[src/rtl/keypad_scanner_pkg.sv]
// Shared definitions for the keypad scanner slice.
// Holds key-index to note/mode mappings used by the control logic, the scanner
// state type and small helpers for row drive and snapshot decoding.
package keypad_scanner_pkg;

   localparam int unsigned ROWS  = 4;
   localparam int unsigned COLS  = 4;
   localparam int unsigned KEYS  = ROWS * COLS;
   localparam int unsigned KEY_W = 4;
   localparam int unsigned POP_W = 5;

   // Key index -> note mapping (index = row*4 + col)
   localparam logic [KEY_W-1:0] KEY_DO     = 4'd0;
   localparam logic [KEY_W-1:0] KEY_RE     = 4'd1;
   localparam logic [KEY_W-1:0] KEY_MI     = 4'd2;
   localparam logic [KEY_W-1:0] KEY_FA     = 4'd4;
   localparam logic [KEY_W-1:0] KEY_SOL    = 4'd5;
   localparam logic [KEY_W-1:0] KEY_LA     = 4'd6;
   localparam logic [KEY_W-1:0] KEY_SI     = 4'd8;
   localparam logic [KEY_W-1:0] KEY_OCT_UP = 4'd3;
   localparam logic [KEY_W-1:0] KEY_OCT_DN = 4'd7;

   // Mode-select keys
   localparam logic [KEY_W-1:0] KEY_MODE_PLAY = 4'd12;
   localparam logic [KEY_W-1:0] KEY_MODE_SONG = 4'd13;
   localparam logic [KEY_W-1:0] KEY_MODE_REC  = 4'd14;
   localparam logic [KEY_W-1:0] KEY_MODE_STOP = 4'd15;

   typedef enum logic {
      ST_SCAN = 1'b0,
      ST_EVAL = 1'b1
   } scan_state_t;

   // Active-low one-cold row drive for row index r
   function automatic logic [ROWS-1:0] row_drive(input logic [1:0] r);
      return ~(4'b0001 << r);
   endfunction

   // Number of keys set in a 16-key snapshot
   function automatic logic [POP_W-1:0] key_count(input logic [KEYS-1:0] k);
      logic [POP_W-1:0] n;
      n = '0;
      for (int i = 0; i < KEYS; i++) n = n + POP_W'(k[i]);
      return n;
   endfunction

   // Index of the highest set key (snapshot assumed single-key)
   function automatic logic [KEY_W-1:0] key_index(input logic [KEYS-1:0] k);
      logic [KEY_W-1:0] idx;
      idx = '0;
      for (int i = 0; i < KEYS; i++) if (k[i]) idx = KEY_W'(i);
      return idx;
   endfunction

endpackage

[src/rtl/keypad_scanner_sync_2ff.sv]
// 2-flop synchroniser for asynchronous level inputs (keypad columns, board switches).
// Ports: clk, rst (sync, active-high), d (async in), q (synchronised out).
module sync_2ff #(
   parameter int unsigned W       = 4,
   parameter logic [W-1:0] RST_VAL = '0
) (
   input  logic         clk,
   input  logic         rst,
   input  logic [W-1:0] d,
   output logic [W-1:0] q
);

   logic [W-1:0] meta;

   always_ff @(posedge clk) begin
      if (rst) begin
         meta <= RST_VAL;
         q    <= RST_VAL;
      end else begin
         meta <= d;
         q    <= meta;
      end
   end

endmodule

[src/rtl/keypad_scanner.sv]
// 4x4 matrix keypad scanner with full-snapshot debounce and single-key encoder.
// Ports: clk, rst (sync, active-high), row (active-low one-cold drive),
//        col (active-low async sense), key_code (row*4+col), key_pressed (one key held),
//        key_valid (1-cycle new-key strobe), multi_key (two or more keys held).
module keypad_scanner
   import keypad_scanner_pkg::*;
#(
   parameter int unsigned SCAN_DIV     = 100000,
   parameter int unsigned DEBOUNCE_CNT = 20
) (
   input  logic       clk,
   input  logic       rst,
   output logic [3:0] row,
   input  logic [3:0] col,
   output logic [3:0] key_code,
   output logic       key_pressed,
   output logic       key_valid,
   output logic       multi_key
);

   localparam int unsigned DIV_W = (SCAN_DIV > 1) ? $clog2(SCAN_DIV) : 1;
   localparam int unsigned CNT_W = $clog2(DEBOUNCE_CNT + 1);
   localparam logic [DIV_W-1:0] DIV_LAST = DIV_W'(SCAN_DIV - 1);
   localparam logic [CNT_W-1:0] CNT_MAX  = CNT_W'(DEBOUNCE_CNT);

   scan_state_t      state;
   logic [DIV_W-1:0] div;
   logic [1:0]       ridx;
   logic [KEYS-1:0]  snap;
   logic [KEYS-1:0]  prev;
   logic [KEYS-1:0]  deb;
   logic [CNT_W-1:0] stable_cnt;
   logic [3:0]       col_s;

   // Idle columns read high, so reset the synchroniser to "no key"
   sync_2ff #(.W(4), .RST_VAL(4'hF)) u_col_sync (
      .clk (clk),
      .rst (rst),
      .d   (col),
      .q   (col_s)
   );

   // Sweep evaluation: next stable count, commit decision and candidate deb
   logic             same_c;
   logic             commit_c;
   logic [CNT_W-1:0] cnt_next_c;
   logic [KEYS-1:0]  deb_next_c;
   logic [POP_W-1:0] deb_pop_c;

   always_comb begin
      same_c     = (snap == prev);
      cnt_next_c = CNT_W'(1);
      if (same_c) cnt_next_c = (stable_cnt == CNT_MAX) ? stable_cnt : stable_cnt + CNT_W'(1);
      // Commit only on the sweep that first reaches the threshold, not while saturated
      commit_c   = (cnt_next_c == CNT_MAX) && !(same_c && (stable_cnt == CNT_MAX));
      deb_next_c = commit_c ? snap : deb;
      deb_pop_c  = key_count(deb_next_c);
   end

   always_ff @(posedge clk) begin
      if (rst) begin
         state       <= ST_SCAN;
         div         <= '0;
         ridx        <= 2'd0;
         row         <= 4'b1110;
         snap        <= '0;
         prev        <= '0;
         deb         <= '0;
         stable_cnt  <= '0;
         key_code    <= 4'd0;
         key_pressed <= 1'b0;
         key_valid   <= 1'b0;
         multi_key   <= 1'b0;
      end else begin
         key_valid <= 1'b0;

         // Row scan runs continuously, including during the evaluation cycle
         if (div == DIV_LAST) begin
            div                     <= '0;
            snap[{ridx, 2'b00} +: 4] <= ~col_s;
            ridx                    <= ridx + 2'd1;
            row                     <= row_drive(ridx + 2'd1);
         end else begin
            div <= div + DIV_W'(1);
         end

         case (state)
            ST_SCAN: begin
               if ((div == DIV_LAST) && (ridx == 2'd3)) state <= ST_EVAL;
            end
            ST_EVAL: begin
               state      <= ST_SCAN;
               stable_cnt <= cnt_next_c;
               prev       <= snap;
               deb        <= deb_next_c;
               if (deb_pop_c == POP_W'(0)) begin
                  key_pressed <= 1'b0;
                  multi_key   <= 1'b0;
               end else if (deb_pop_c == POP_W'(1)) begin
                  key_pressed <= 1'b1;
                  multi_key   <= 1'b0;
                  key_code    <= key_index(deb_next_c);
                  key_valid   <= (deb_next_c != deb);
               end else begin
                  key_pressed <= 1'b0;
                  multi_key   <= 1'b1;
               end
            end
            default: state <= ST_SCAN;
         endcase
      end
   end

endmodule

[config.mk]
export PLATFORM = sky130hd
export DESIGN_NAME = keypad_scanner
export DESIGN_NICKNAME = d
export VERILOG_FILES = /design/src/rtl/keypad_scanner_pkg.sv /design/src/rtl/keypad_scanner_sync_2ff.sv /design/src/rtl/keypad_scanner.sv
export SDC_FILE = /design/constraint.sdc
export NUM_CORES = 1
export LEC_CHECK = 0
export CAP_MARGIN = 20
export CORE_AREA = 2 2 151 139
export DETAILED_ROUTE_END_ITERATION = 10
export DIE_AREA = 0 0 153 141
export MAX_ROUTING_LAYER = met4
export PLACE_DENSITY = 0.44
export SYNTH_ARGS = -nofsm -noshare
export SYNTH_HDL_FRONTEND = slang
export SYNTH_SLANG_ARGS = --single-unit
[constraint.sdc]
create_clock -name clk -period 6.4 [get_ports clk]
set_input_delay 1.92 -clock clk [delete_from_list [all_inputs] [get_ports clk]]
set_output_delay 1.92 -clock clk [all_outputs]
set_load 0.01 [all_outputs]
==> impl_metrics.yaml <==
logic_synthesis:
  syn_inst: 537
  synth_area_per_cell_um2: 9.17
  syn_nets: 566
  synth_edf_count: 0
  netlist-cell-type-count: 55
  syn_area_um2: 4920
  synth-seq-area-share: 0.374
  yosysWarnings: 0
  ys.flop_type: "dfxtp_1"
  ys_ff_latch: 92
  async_flop_share: 0
sta:
  skew_ns: 0.0110
  setup_violations: 0
  rsz0062_at_grt: "false"
  maxSlewViolCount: 0
  fin_setup_tns_ns: 0
  hold_viol: 0
  tightest_slew_ns: 0.781
  min_period_ns: 5.92
  clock.fmax_mhz: 169
  slew_headroom: 0.479
  period_share: 0.925
critical_path:
  ff2ff_path_depth: 21
  path_max_fanout: 9
  worstSetupStartpointType: "flop"
  end_kind: "flop"
  arrival_ns: 6.16
  worstSetupPathType: "flop to flop"
  cp.required_ns: 6.64
routing:
  drt-total-wl_um: 11200
  drt_iter0_drc: 242
  dr_total_vias: 3612
  drcViolationCount: 0
  first_pass_iters: 4
  routed_via_density: 4.44
  ant_nets: 0
  wl_per_cell_um: 13.8
power:
  pwr-share-comb: 0.017
  p_leak_nw: 2.01
  p_switching_uw: 275
  ir_drop_v: 0.000117
  total_power_mw: 1.13
  power.internal_uw: 860
  powerDensity_nw_per_um2: 200
  swShare: 0.242
  pwr-share-seq: 0.510
  pwr-share-clk: 0.473
cells_and_area:
  n_antenna_cell: 0
  nFillCells: 2138
  area_growth_pct: 15.1
  drive_above_1_share: 0.116
  multiInputGateArea_um2: 2790
  seq_area_um2: 1840
  fin_nets: 577
worst_hold_path:
  hold_path_depth: 1
  hp-class: "flop to flop"
clocking:
  cts-buffers-inserted: 9
  h-tree-depth: 3
  clock_sinks: 92
  cts.path.max_buffers: 2
  cts_tree: "built"
  clk_pin_slew_worst_paths_ns: 0.07
  cts-root-buf: "clkbuf_16"
  worstSkewPairLatency_ns: 0.35
floorplanning:
  die_w_um: 153
  fp-row-count: 50
  die_y_um: 141
  core_um2: 20200
  ios: 17
  initial_core_util: 0.244
  die_area_um2: 21600
global_routing:
  antenna_found_initial: 0
  overflow: 0
  grt_pass1_vias: 3537
  grtUsageTotal: 0.112
  grt_start_max_net_pins: 73
  grt_pass1_wl_um: 18700
placement:
  place_congestion: 0.821
  port_buffers: 16
  dp_hpwl_um: 8200
status:
  status: "finished clean"
flow_run:
  max_cap_viol_count: 0
[power by group through the flow]
stage	Sequential [mW]	Combinational (mW)	Clock, mW
5_1_grt	0.580	0.0216	0.580
4_1_cts	0.579	0.0192	0.557
6_report	0.579	0.0192	0.536
2_1_floorplan	0.591	0.0123	0
3_5_place_dp	0.593	0.0192	0
3_3_place_gp	0.592	0.0190	0
[stage by stage]
stage,util,setup WS (ns),hold slack (ns),cells,instance area [um2]
floorplan,-,0.565,0.389,537,4920
global placement,0.265,0.462,0.396,796,5350
detailed placement,0.265,0.368,0.393,796,5350
CTS,0.280,0.338,0.411,812,5650
global route,0.280,0.109,0.430,813,5670
finish,0.280,0.480,0.410,813,5670
[synthesized netlist by cell type, types with 7 or more instances]
cell,count,area share
or2_2,8,0.010
o21ai_0,7,0.0071
xor2_1,22,0.039
and2_1,8,0.010
mux2i_1,48,0.098
nand4_1,8,0.010
xnor2_1,25,0.044
dfxtp_1,92,0.37
a211oi_1,16,0.024
nor2_1,113,0.086
a21oi_1,11,0.011
ha_1,13,0.033
fa_1,10,0.041
inv_1,20,0.015
clkbuf_1,24,0.018
nand3_1,14,0.014
nand2_1,19,0.014
[routing by layer]
layer | global-route usage | vias up | routed length, um
met4 | 0.0380 | 0 | 176
met1 | 0.148 | 1720 | 5620
met5 | - | - | 0
met3 | 0.0166 | 14 | 289
li1 | - | 1829 | -
met2 | 0.175 | 49 | 5100
[final timing paths]
path                                          from              end  slack, ns
worst max-delay path                 stable_cnt[0]      key_code[1]       0.48
worst min-delay path            u_col_sync.meta[3]  u_col_sync.q[3]       0.41
worst max register to register       stable_cnt[0]      key_code[1]       0.48
worst min register to register  u_col_sync.meta[3]  u_col_sync.q[3]       0.41
[worst max-delay path, cell delays in order (launching register included)]
cell      delay [ns]
dfxtp_1         0.43
inv_1           0.07
ha_1            0.19
and4b_4         0.21
nor4_2          0.28
nand2_1         0.18
nor2_4          0.29
buf_4           0.20
mux2i_1         0.30
fa_1            0.49
fa_1            0.51
fa_1            0.42
fa_1            0.49
inv_1           0.04
ha_1            0.20
fa_1            0.38
o21ai_0         0.14
nor4b_2         0.24
buf_4           0.16
and3_1          0.27
o211ai_1        0.12
o221a_1         0.22
[registers in the layout (all words and copies together) (netlist names), 4 cells and up]
name / cells
row: 4
u_col_sync.q: 4
u_col_sync.meta: 4
key_code: 4
snap: 16
stable_cnt: 5
div: 17
prev: 16
deb: 16
[kinds of logic (layout without fill, tap and decap cells)]
logic type      count (synthesis)  after routing  synth area share
compound gates                 55             55            0.0770
fa+ha+maj                      23             23            0.0737
simple gates                  205            205             0.212
mux                            53             53             0.109
buf+inv                        59             75            0.0602
xor+xnor                       50             50            0.0935
flops                          92             92             0.374
[placed cells by master (no fill, tap or decap), types with 3 or more instances in the layout]
cell             instances
inv_1                   20
dfxtp_1                 91
nand2_1                 19
nand4_1                  8
o21ai_0                  7
ha_1                    13
and4_1                   3
nor4_4                   4
nor2b_1                  3
nor2_1                 113
nand3_1                 14
buf_4                   23
mux2_2                   3
nor3_1                   5
fa_1                    10
clkbuf_16                9
xor2_2                   3
clkdlybuf4s50_1         15
or2_2                    8
and2_1                   8
mux2i_1                 48
a211oi_1                16
xor2_1                  22
a311oi_1                 5
or4_1                    3
xnor2_1                 25
a21oi_1                 11
[final cells by class]
| type | count | share of cell area |
|---|---|---|
| inverter | 20 | 0.0132 |
| clock buffer | 9 | 0.0397 |
| sequential | 92 | 0.325 |
| multi-input combinational | 386 | 0.492 |
| clock inverter | 7 | 0.0141 |
| timing repair buffer | 39 | 0.0578 |
| tap | 260 | 0.0574 |
[repair_timing]
| item | CTS | global route |
|---|---|---|
| buffers inserted | 0 | 0 |
| gates resized for setup | 0 | 1 |
| endpoints found under the setup margin | 0 | 5 |
| hold buffers | 0 | 0 |
(Power assumes the default switching activity.)
